**src/rtl/matrix_cmd_seq_if.sv**
```systemverilog
// matrix_cmd_seq_if: command stream, stack and multiplier bus of the sequencer.
// err_tmo exists only when MATRIX_SEQ_TIMEOUT_EN is defined.
interface matrix_cmd_seq_if;
  logic         cmd_valid;
  logic         cmd_ready;
  logic [2:0]   cmd_op;
  logic [127:0] cmd_data;
  logic [127:0] peek_in_0;
  logic [127:0] peek_in_1;
  logic [127:0] peek_in_2;
  logic [127:0] peek_in_3;
  logic         matrix_mode;
  logic         load_en;
  logic         load_id_en;
  logic         pop_en;
  logic         write_en;
  logic [127:0] data_out;
  logic         mul_start;
  logic         mul_done;
  logic [127:0] mul_op_0;
  logic [127:0] mul_op_1;
  logic [127:0] mul_op_2;
  logic [127:0] mul_op_3;
  logic         busy;
  logic         err_ovf;
  logic         err_unf;
  logic         err_clr;
`ifdef MATRIX_SEQ_TIMEOUT_EN
  logic         err_tmo;
`endif

  modport slave (
`ifdef MATRIX_SEQ_TIMEOUT_EN
    output err_tmo,
`endif
    input  cmd_valid, cmd_op, cmd_data,
    input  peek_in_0, peek_in_1, peek_in_2, peek_in_3,
    input  mul_done, err_clr,
    output cmd_ready, matrix_mode,
    output load_en, load_id_en, pop_en, write_en,
    output data_out, mul_start,
    output mul_op_0, mul_op_1, mul_op_2, mul_op_3,
    output busy, err_ovf, err_unf
  );

  modport master (
`ifdef MATRIX_SEQ_TIMEOUT_EN
    input  err_tmo,
`endif
    output cmd_valid, cmd_op, cmd_data,
    output peek_in_0, peek_in_1, peek_in_2, peek_in_3,
    output mul_done, err_clr,
    input  cmd_ready, matrix_mode,
    input  load_en, load_id_en, pop_en, write_en,
    input  data_out, mul_start,
    input  mul_op_0, mul_op_1, mul_op_2, mul_op_3,
    input  busy, err_ovf, err_unf
  );
endinterface

```
**src/rtl/matrix_cmd_seq.sv**
```systemverilog
// matrix_cmd_seq: GL matrix command sequencer in front of the matrix stack.
// Optional: define MATRIX_SEQ_TIMEOUT_EN for a multiplier watchdog (err_tmo).
module matrix_cmd_seq #(
  parameter int MV_DEPTH    = 32,
  parameter int PJ_DEPTH    = 2,
  parameter int TIMEOUT_CYC = 255
) (
  input logic             clk,
  input logic             rst,
  matrix_cmd_seq_if.slave bus
);
  localparam int DMAX = (MV_DEPTH > PJ_DEPTH) ? MV_DEPTH : PJ_DEPTH;
  localparam int DW   = $clog2(DMAX + 1);

  localparam logic [2:0] OP_MODE = 3'd1;
  localparam logic [2:0] OP_LDID = 3'd2;
  localparam logic [2:0] OP_LOAD = 3'd3;
  localparam logic [2:0] OP_PUSH = 3'd4;
  localparam logic [2:0] OP_POP  = 3'd5;
  localparam logic [2:0] OP_MULT = 3'd6;

  typedef enum logic [3:0] {
    S_IDLE, S_COLLECT,
    S_BURST0, S_BURST1, S_BURST2, S_BURST3,
    S_MUL_COLLECT, S_MUL_WAIT, S_MUL_WB
  } state_t;

  state_t          r_state;
  state_t          w_nxt;
  logic            r_mode;
  logic [DW-1:0]   r_mv_depth;
  logic [DW-1:0]   r_pj_depth;
  logic [1:0]      r_cnt;
  logic [127:0]    r_shadow [4];
  logic [127:0]    r_mul_op [4];
  logic            r_load_id_en;
  logic            r_pop_en;
  logic            r_mul_start;
  logic            r_err_ovf;
  logic            r_err_unf;
  logic            w_ready;
  logic            w_acc;
  logic            w_last;
  logic            w_full;
  logic            w_empty;
  logic            w_idle_op;
  logic            w_dec;
  logic            w_load_en;
  logic            w_write_en;
  logic            w_set_ovf;
  logic            w_set_unf;
  logic            w_tmo;
  logic [127:0]    w_dout;

  assign w_ready = !rst && (r_state == S_IDLE ||
                            r_state == S_COLLECT ||
                            r_state == S_MUL_COLLECT);
  assign w_acc     = bus.cmd_valid && w_ready;
  assign w_idle_op = w_acc && (r_state == S_IDLE);
  assign w_last    = (r_cnt == 2'd2);
  assign w_full    = r_mode ? (r_pj_depth == DW'(PJ_DEPTH))
                            : (r_mv_depth == DW'(MV_DEPTH));
  assign w_empty   = r_mode ? (r_pj_depth == DW'(1))
                            : (r_mv_depth == DW'(1));
  assign w_dec     = w_idle_op && (bus.cmd_op == OP_POP) && !w_empty;

`ifdef MATRIX_SEQ_TIMEOUT_EN
  localparam int TW = $clog2(TIMEOUT_CYC + 1);
  logic [TW-1:0] r_tmo_cnt;
  logic          r_err_tmo;

  assign w_tmo = (r_state == S_MUL_WAIT) && !bus.mul_done &&
                 (r_tmo_cnt == TW'(TIMEOUT_CYC - 1));

  // Watchdog: count cycles spent waiting on the multiplier
  always_ff @(posedge clk or posedge rst) begin
    if (rst) begin
      r_tmo_cnt <= '0;
      r_err_tmo <= 1'b0;
    end else begin
      r_tmo_cnt <= (r_state == S_MUL_WAIT) ? r_tmo_cnt + 1'b1 : '0;
      if (w_tmo)            r_err_tmo <= 1'b1;
      else if (bus.err_clr) r_err_tmo <= 1'b0;
    end
  end

  assign bus.err_tmo = r_err_tmo;
`else
  assign w_tmo = 1'b0;
`endif

  // State register
  always_ff @(posedge clk or posedge rst) begin
    if (rst) r_state <= S_IDLE;
    else     r_state <= w_nxt;
  end

  // Next state, burst strobes and error set conditions
  always_comb begin
    w_nxt      = r_state;
    w_load_en  = 1'b0;
    w_write_en = 1'b0;
    w_dout     = '0;
    w_set_ovf  = 1'b0;
    w_set_unf  = 1'b0;
    case (r_state)
      S_IDLE: begin
        if (w_acc) begin
          unique case (bus.cmd_op)
            OP_LOAD: w_nxt = S_COLLECT;
            OP_PUSH: begin
              if (w_full) w_set_ovf = 1'b1;
              else        w_nxt     = S_BURST0;
            end
            OP_POP:  w_set_unf = w_empty;
            OP_MULT: w_nxt = S_MUL_COLLECT;
            default: ;
          endcase
        end
      end
      S_COLLECT: begin
        if (w_acc && w_last) begin
          if (w_full) begin
            w_set_ovf = 1'b1;
            w_nxt     = S_IDLE;
          end else begin
            w_nxt = S_BURST0;
          end
        end
      end
      S_BURST0: begin
        w_load_en = 1'b1;
        w_dout    = r_shadow[0];
        w_nxt     = S_BURST1;
      end
      S_BURST1: begin
        w_dout = r_shadow[1];
        w_nxt  = S_BURST2;
      end
      S_BURST2: begin
        w_dout = r_shadow[2];
        w_nxt  = S_BURST3;
      end
      S_BURST3: begin
        w_dout = r_shadow[3];
        w_nxt  = S_IDLE;
      end
      S_MUL_COLLECT: begin
        if (w_acc && w_last) w_nxt = S_MUL_WAIT;
      end
      S_MUL_WAIT: begin
        if (bus.mul_done) w_nxt = S_MUL_WB;
        else if (w_tmo)   w_nxt = S_IDLE;
      end
      S_MUL_WB: begin
        w_write_en = 1'b1;
        w_nxt      = S_IDLE;
      end
      default: w_nxt = S_IDLE;
    endcase
  end

  // Row capture, mode register and one-cycle-late strobes
  always_ff @(posedge clk or posedge rst) begin
    if (rst) begin
      r_mode       <= 1'b0;
      r_cnt        <= 2'd0;
      r_load_id_en <= 1'b0;
      r_pop_en     <= 1'b0;
      r_mul_start  <= 1'b0;
      for (int i = 0; i < 4; i++) begin
        r_shadow[i] <= '0;
        r_mul_op[i] <= '0;
      end
    end else begin
      r_load_id_en <= 1'b0;
      r_pop_en     <= 1'b0;
      r_mul_start  <= 1'b0;
      if (w_idle_op) begin
        r_cnt <= 2'd0;
        unique case (bus.cmd_op)
          OP_MODE: r_mode <= bus.cmd_data[0];
          OP_LDID: r_load_id_en <= 1'b1;
          OP_LOAD: r_shadow[0] <= bus.cmd_data;
          OP_PUSH: begin
            if (!w_full) begin
              r_shadow[0] <= bus.peek_in_0;
              r_shadow[1] <= bus.peek_in_1;
              r_shadow[2] <= bus.peek_in_2;
              r_shadow[3] <= bus.peek_in_3;
            end
          end
          OP_POP:  r_pop_en <= !w_empty;
          OP_MULT: r_mul_op[0] <= bus.cmd_data;
          default: ;
        endcase
      end else if (w_acc && r_state == S_COLLECT) begin
        r_shadow[r_cnt + 2'd1] <= bus.cmd_data;
        r_cnt                  <= r_cnt + 2'd1;
      end else if (w_acc) begin
        r_mul_op[r_cnt + 2'd1] <= bus.cmd_data;
        r_cnt                  <= r_cnt + 2'd1;
        r_mul_start            <= w_last;
      end
    end
  end

  // Per-mode stack depth: +1 at burst end, -1 on an accepted pop
  always_ff @(posedge clk or posedge rst) begin
    if (rst) begin
      r_mv_depth <= DW'(1);
      r_pj_depth <= DW'(1);
    end else if (r_state == S_BURST3) begin
      if (r_mode) r_pj_depth <= r_pj_depth + 1'b1;
      else        r_mv_depth <= r_mv_depth + 1'b1;
    end else if (w_dec) begin
      if (r_mode) r_pj_depth <= r_pj_depth - 1'b1;
      else        r_mv_depth <= r_mv_depth - 1'b1;
    end
  end

  // Sticky errors; a same-cycle set beats err_clr
  always_ff @(posedge clk or posedge rst) begin
    if (rst) begin
      r_err_ovf <= 1'b0;
      r_err_unf <= 1'b0;
    end else begin
      if (w_set_ovf)        r_err_ovf <= 1'b1;
      else if (bus.err_clr) r_err_ovf <= 1'b0;
      if (w_set_unf)        r_err_unf <= 1'b1;
      else if (bus.err_clr) r_err_unf <= 1'b0;
    end
  end

  assign bus.cmd_ready   = w_ready;
  assign bus.matrix_mode = r_mode;
  assign bus.load_en     = w_load_en;
  assign bus.load_id_en  = r_load_id_en;
  assign bus.pop_en      = r_pop_en;
  assign bus.write_en    = w_write_en;
  assign bus.data_out    = w_dout;
  assign bus.mul_start   = r_mul_start;
  assign bus.mul_op_0    = r_mul_op[0];
  assign bus.mul_op_1    = r_mul_op[1];
  assign bus.mul_op_2    = r_mul_op[2];
  assign bus.mul_op_3    = r_mul_op[3];
  assign bus.busy        = (r_state != S_IDLE);
  assign bus.err_ovf     = r_err_ovf;
  assign bus.err_unf     = r_err_unf;
endmodule

```
**src/flat_wrapper.sv**
```systemverilog
// flat-port wrapper written by rule: the top's interface ports become plain ports
module matrix_cmd_seq_flat 
#(
  parameter int MV_DEPTH    = 32,
  parameter int PJ_DEPTH    = 2,
  parameter int TIMEOUT_CYC = 255
)
  (clk, rst, bus_cmd_valid, bus_cmd_op, bus_cmd_data, bus_peek_in_0, bus_peek_in_1, bus_peek_in_2, bus_peek_in_3, bus_mul_done, bus_err_clr, bus_cmd_ready, bus_matrix_mode, bus_load_en, bus_load_id_en, bus_pop_en, bus_write_en, bus_data_out, bus_mul_start, bus_mul_op_0, bus_mul_op_1, bus_mul_op_2, bus_mul_op_3, bus_busy, bus_err_ovf, bus_err_unf);
  matrix_cmd_seq_if bus_i ();
  input logic clk;
  input logic rst;
  input wire logic [$bits(bus_i.cmd_valid)-1:0] bus_cmd_valid;
  input wire logic [$bits(bus_i.cmd_op)-1:0] bus_cmd_op;
  input wire logic [$bits(bus_i.cmd_data)-1:0] bus_cmd_data;
  input wire logic [$bits(bus_i.peek_in_0)-1:0] bus_peek_in_0;
  input wire logic [$bits(bus_i.peek_in_1)-1:0] bus_peek_in_1;
  input wire logic [$bits(bus_i.peek_in_2)-1:0] bus_peek_in_2;
  input wire logic [$bits(bus_i.peek_in_3)-1:0] bus_peek_in_3;
  input wire logic [$bits(bus_i.mul_done)-1:0] bus_mul_done;
  input wire logic [$bits(bus_i.err_clr)-1:0] bus_err_clr;
  output wire logic [$bits(bus_i.cmd_ready)-1:0] bus_cmd_ready;
  output wire logic [$bits(bus_i.matrix_mode)-1:0] bus_matrix_mode;
  output wire logic [$bits(bus_i.load_en)-1:0] bus_load_en;
  output wire logic [$bits(bus_i.load_id_en)-1:0] bus_load_id_en;
  output wire logic [$bits(bus_i.pop_en)-1:0] bus_pop_en;
  output wire logic [$bits(bus_i.write_en)-1:0] bus_write_en;
  output wire logic [$bits(bus_i.data_out)-1:0] bus_data_out;
  output wire logic [$bits(bus_i.mul_start)-1:0] bus_mul_start;
  output wire logic [$bits(bus_i.mul_op_0)-1:0] bus_mul_op_0;
  output wire logic [$bits(bus_i.mul_op_1)-1:0] bus_mul_op_1;
  output wire logic [$bits(bus_i.mul_op_2)-1:0] bus_mul_op_2;
  output wire logic [$bits(bus_i.mul_op_3)-1:0] bus_mul_op_3;
  output wire logic [$bits(bus_i.busy)-1:0] bus_busy;
  output wire logic [$bits(bus_i.err_ovf)-1:0] bus_err_ovf;
  output wire logic [$bits(bus_i.err_unf)-1:0] bus_err_unf;
  assign bus_i.cmd_valid = bus_cmd_valid;
  assign bus_i.cmd_op = bus_cmd_op;
  assign bus_i.cmd_data = bus_cmd_data;
  assign bus_i.peek_in_0 = bus_peek_in_0;
  assign bus_i.peek_in_1 = bus_peek_in_1;
  assign bus_i.peek_in_2 = bus_peek_in_2;
  assign bus_i.peek_in_3 = bus_peek_in_3;
  assign bus_i.mul_done = bus_mul_done;
  assign bus_i.err_clr = bus_err_clr;
  assign bus_cmd_ready = bus_i.cmd_ready;
  assign bus_matrix_mode = bus_i.matrix_mode;
  assign bus_load_en = bus_i.load_en;
  assign bus_load_id_en = bus_i.load_id_en;
  assign bus_pop_en = bus_i.pop_en;
  assign bus_write_en = bus_i.write_en;
  assign bus_data_out = bus_i.data_out;
  assign bus_mul_start = bus_i.mul_start;
  assign bus_mul_op_0 = bus_i.mul_op_0;
  assign bus_mul_op_1 = bus_i.mul_op_1;
  assign bus_mul_op_2 = bus_i.mul_op_2;
  assign bus_mul_op_3 = bus_i.mul_op_3;
  assign bus_busy = bus_i.busy;
  assign bus_err_ovf = bus_i.err_ovf;
  assign bus_err_unf = bus_i.err_unf;
  matrix_cmd_seq #(.MV_DEPTH(MV_DEPTH), .PJ_DEPTH(PJ_DEPTH), .TIMEOUT_CYC(TIMEOUT_CYC)) u_core (.clk(clk), .rst(rst), .bus(bus_i));
endmodule
```
**config.mk**
```make
export PLATFORM = sky130hd
export DESIGN_NAME = matrix_cmd_seq_flat
export DESIGN_NICKNAME = d
export VERILOG_FILES = /design/src/rtl/matrix_cmd_seq_if.sv /design/src/rtl/matrix_cmd_seq.sv /design/src/flat_wrapper.sv
export SDC_FILE = /design/constraint.sdc
export NUM_CORES = 2
export LEC_CHECK = 0
export ABC_AREA = 1
export BUFFER_PORTS_ARGS = -buffer_cell sky130_fd_sc_hd__buf_2
export CAP_MARGIN = 20
export CORE_AREA = 5 5 502 504
export CTS_CLUSTER_DIAMETER = 50
export DETAILED_ROUTE_END_ITERATION = 10
export DIE_AREA = 0 0 507 509
export SYNTH_ARGS = -nofsm -noshare
export SYNTH_HDL_FRONTEND = slang
export SYNTH_SLANG_ARGS = --single-unit
```
**constraint.sdc**
```tcl
create_clock -name clk -period 39.7 [get_ports clk]
set_input_delay 3.97 -clock clk [delete_from_list [all_inputs] [get_ports clk]]
set_output_delay 3.97 -clock clk [all_outputs]
set_load 0.02 [all_outputs]
```
==> results.yml <==
status:
  status: "complete, no violations"
finish:
  layout-drive-gt1-share_pct: 20.26
  syn_to_final_growth_pct: 25.73
  n_fill_cell: 27386
  finish.utilization_pct: 27.63
  nNetsFinal: 9024
logic_synthesis:
  synth-simple-area-share_pct: 35.32
  yosys.cell_count.top_type: "nand2_1"
  syn_area_mm2: 0.05433
  synth.distinct_cells: 34
  synth_edf_count: 0
  synth_area_leaders: "dfrtp_1, nand2_1, nand3_1"
  syn_avg_cell_area_um2: 7.234
  synth_compound_area_share_pct: 7.238
  synth_seq_cells: 1048
  synth_ff_type: "dfrtp_1"
  syn_inst: 7511
  synth-adder-area-share_pct: 0.2994
  muxShareOfSynthArea_pct: 0
  yosysTopAreaCellShare_pct: 48.18
  ys_seq_area_share_pct: 48.27
  yosys_warnings: 0
  synthTopCellsByCount: "nand2_1, nand3_1, dfrtp_1"
  synthArstFlopShare_pct: 100.0
  synth_nets: 8172
  yosysTopAreaCell: "dfrtp_1"
  synth_xor_area_share_pct: 0.2740
  synth_top_family_by_area: "simple AND/OR/NAND/NOR gates"
clock_network:
  clk_path_buf_depth: 3
  cts_tree: "built"
  htree_levels: 4
  clock_latency_ps: 800
  cts_setup_buffers: 0
  cts_resized: 0
  postCtsHoldBufs: 0
  numCtsBuffers: 159
  root_buffer: "clkbuf_16"
  clkSinkCount: 1048
  clk_pin_slew_worst_paths_ps: 50
worst_setup_path:
  crit_buf_inv: 4
  end_kind: "output port"
  worstPathRequired_ps: 35730
  cp_slowest_cell: "nand2_1"
  critPathArrivalTime_ps: 4770
  critPathMaxStageDelay_ps: 170
  critPathLaunchType: "input port"
  path_common_cell: "buf_2"
  path_cells: "buf_2 -> inv_8 -> nand2_1 -> inv_1 -> buf_2"
  cp_top_family: "buffers and inverters"
  crit_fanout: 22
  timing_worst_setup_path_type: "input port to output port"
timing:
  fin_crit_sh_pct: 22.01
  slew_headroom_pct: 15.70
  slew_viol_final: 0
  fmaxAchievable_ghz: 0.1144
  finalCriticalPeriod_ps: 8740
  hold_viol_final: 0
  worst_slew_pin_slew_ps: 1265
  rsz0062_at_grt: "false"
  tns_ps: 0
  setup_violations: 0
  skew_ps: 50.65
floorplanning:
  die_width_um: 507
  placementRows: 183
  die_y_um: 509
  io_pins: 1298
  start_util_pct: 21.97
  coreArea_mm2: 0.2473
  die-area_mm2: 0.2581
grt:
  grt_pass1_vias: 54544
  grtUsageTotal_pct: 22.46
  grt_overflow: 0
  grt_max_degree: 173
  antenna_found_initial: 124
  grt_pass1_wl_um: 421200
placement:
  dpl.hpwl_um: 214700
  place_congestion: 0.8740
  port_buffers: 1297
power_and_ir_drop:
  p_per_area_mw_per_mm2: 82.73
  clockPowerShare_pct: 27.2
  combPwrFrac_pct: 41.1
  vdd_drop_max_mv: 0.05225
  p_sw_mw: 2.623
  power.leakage_nw: 36.33
  power_frac_seq_pct: 31.7
  p_sw_share_pct: 46.42
  p_int_mw: 3.029
hold_path:
  hold_class: "register to register"
routing:
  drtPass1Iterations: 6
  post_drt_wl_per_cell_um: 25.72
  vias_per_cell: 4.909
  postRouteAntennaNets: 0
  vias: 57936
  route.detailed.drc: 0
  drt-initial-drc-count: 6695
  drt_wl_total_um: 303600
job:
  maxCapViolations: 0
==> area by class of cell <==
| type | instances | area [µm²] | share of cell area (%) |
|---|---|---|---|
| tap | 3237 | 4050 | 5.929 |
| inverter | 293 | 1142 | 1.672 |
| antenna | 71 | 177.7 | 0.2601 |
| clock buffer | 196 | 4308 | 6.306 |
| sequential | 1048 | 26230 | 38.39 |
| timing repair buffer | 1401 | 7347 | 10.75 |
| multi-input combinational | 5460 | 23600 | 34.55 |
| clock inverter | 97 | 1459 | 2.136 |
==> sequential cells by signal (all words and copies together), names as in the netlist <==
register / cells
u_core.bus.err_ovf: 1
u_core.bus.err_unf: 1
u_core.bus.load_id_en: 1
u_core.bus.matrix_mode: 1
u_core.bus.mul_op_0: 128
u_core.bus.mul_op_1: 128
u_core.bus.mul_op_2: 128
u_core.bus.mul_op_3: 128
u_core.bus.mul_start: 1
u_core.bus.pop_en: 1
u_core.r_cnt: 2
u_core.r_mv_depth: 6
u_core.r_pj_depth: 6
u_core.r_shadow: 512
u_core.r_state: 4
==> power by group through the flow <==
stage / clock (mW) / sequential, mW / combinational (mW)
global placement: 0 / 1.79 / 2.30
CTS: 1.56 / 1.78 / 2.33
global route: 1.61 / 1.84 / 2.50
detailed placement: 0 / 1.79 / 2.33
floorplan: 0 / 2.04 / 1.09
finish: 1.54 / 1.79 / 2.32
==> worst min-delay path: cells and delay by family, from the launching register on <==
kind / cells / cell delay [ps]
AND/OR/NAND/NOR: 2 / 90
flip-flops: 1 / 330
==> placed cells by master (no fill, tap or decap), drive strengths merged, types with 20 or more instances in the layout <==
cell / count
buf: 1401
bufinv: 20
clkbuf: 196
clkinv: 35
dfrtp: 1046
diode: 71
inv: 326
nand2: 3420
nand3: 1055
nand4: 136
nor2: 32
o21ai: 777
==> metal layers <==
metal | part of all wire [%] | routed length (µm) | vias to the layer above | GRT usage [%]
li1 | - | - | 25735 | -
met1 | 39 | 119000 | 28024 | 28.30
met2 | 45 | 136600 | 3417 | 35.15
met3 | 10 | 31690 | 686 | 6.342
met4 | 5.2 | 15780 | 74 | 11.44
met5 | 0.16 | 474 | - | 0
==> stage by stage <==
stage / cell area, µm² / instances / power [mW] / setup slack (ps) / hold slack (ps)
after floorplan: 54330 / 7511 / 3.132 / 6074 / 442.2
after detailed placement: 62370 / 11439 / 4.118 / 30390 / 453.4
final: 68320 / 11803 / 5.652 / 30960 / 462.1
after CTS: 68140 / 11732 / 5.675 / 30940 / 467.1
after global routing: 68250 / 11776 / 5.948 / 30900 / 479.8
after global placement: 62370 / 11439 / 4.090 / 30480 / 448.5
==> path summary, 6_finish.rpt <==
kind	startpoint	endpoint	slack, ps	depth (start not counted)
setup / recovery	rst	bus_cmd_ready	30960	5
hold / removal	u_core.bus.mul_op_0[4]	u_core.bus.mul_op_0[4]	460	2
setup reg to reg	u_core.r_state[0]	u_core.r_shadow[366]	33870	13
hold reg to reg	u_core.bus.mul_op_0[4]	u_core.bus.mul_op_0[4]	460	2
max in group asynchronous	rst	u_core.r_shadow[160]	32930	6
min in group asynchronous	rst	u_core.bus.mul_op_3[105]	3080	2
==> logic make-up (layout without fill, tap and decap cells) <==
family / count (synthesis) / count (layout)
AND/OR/NAND/NOR: 4647 / 4647
flip-flops: 1048 / 1048
buffers and inverters: 1003 / 1987
AO/OA/AOI/OAI: 783 / 783
XOR/XNOR: 17 / 17
adder cells (fa/ha/maj): 13 / 13
other: 0 / 71
(Power assumes the default switching activity.)
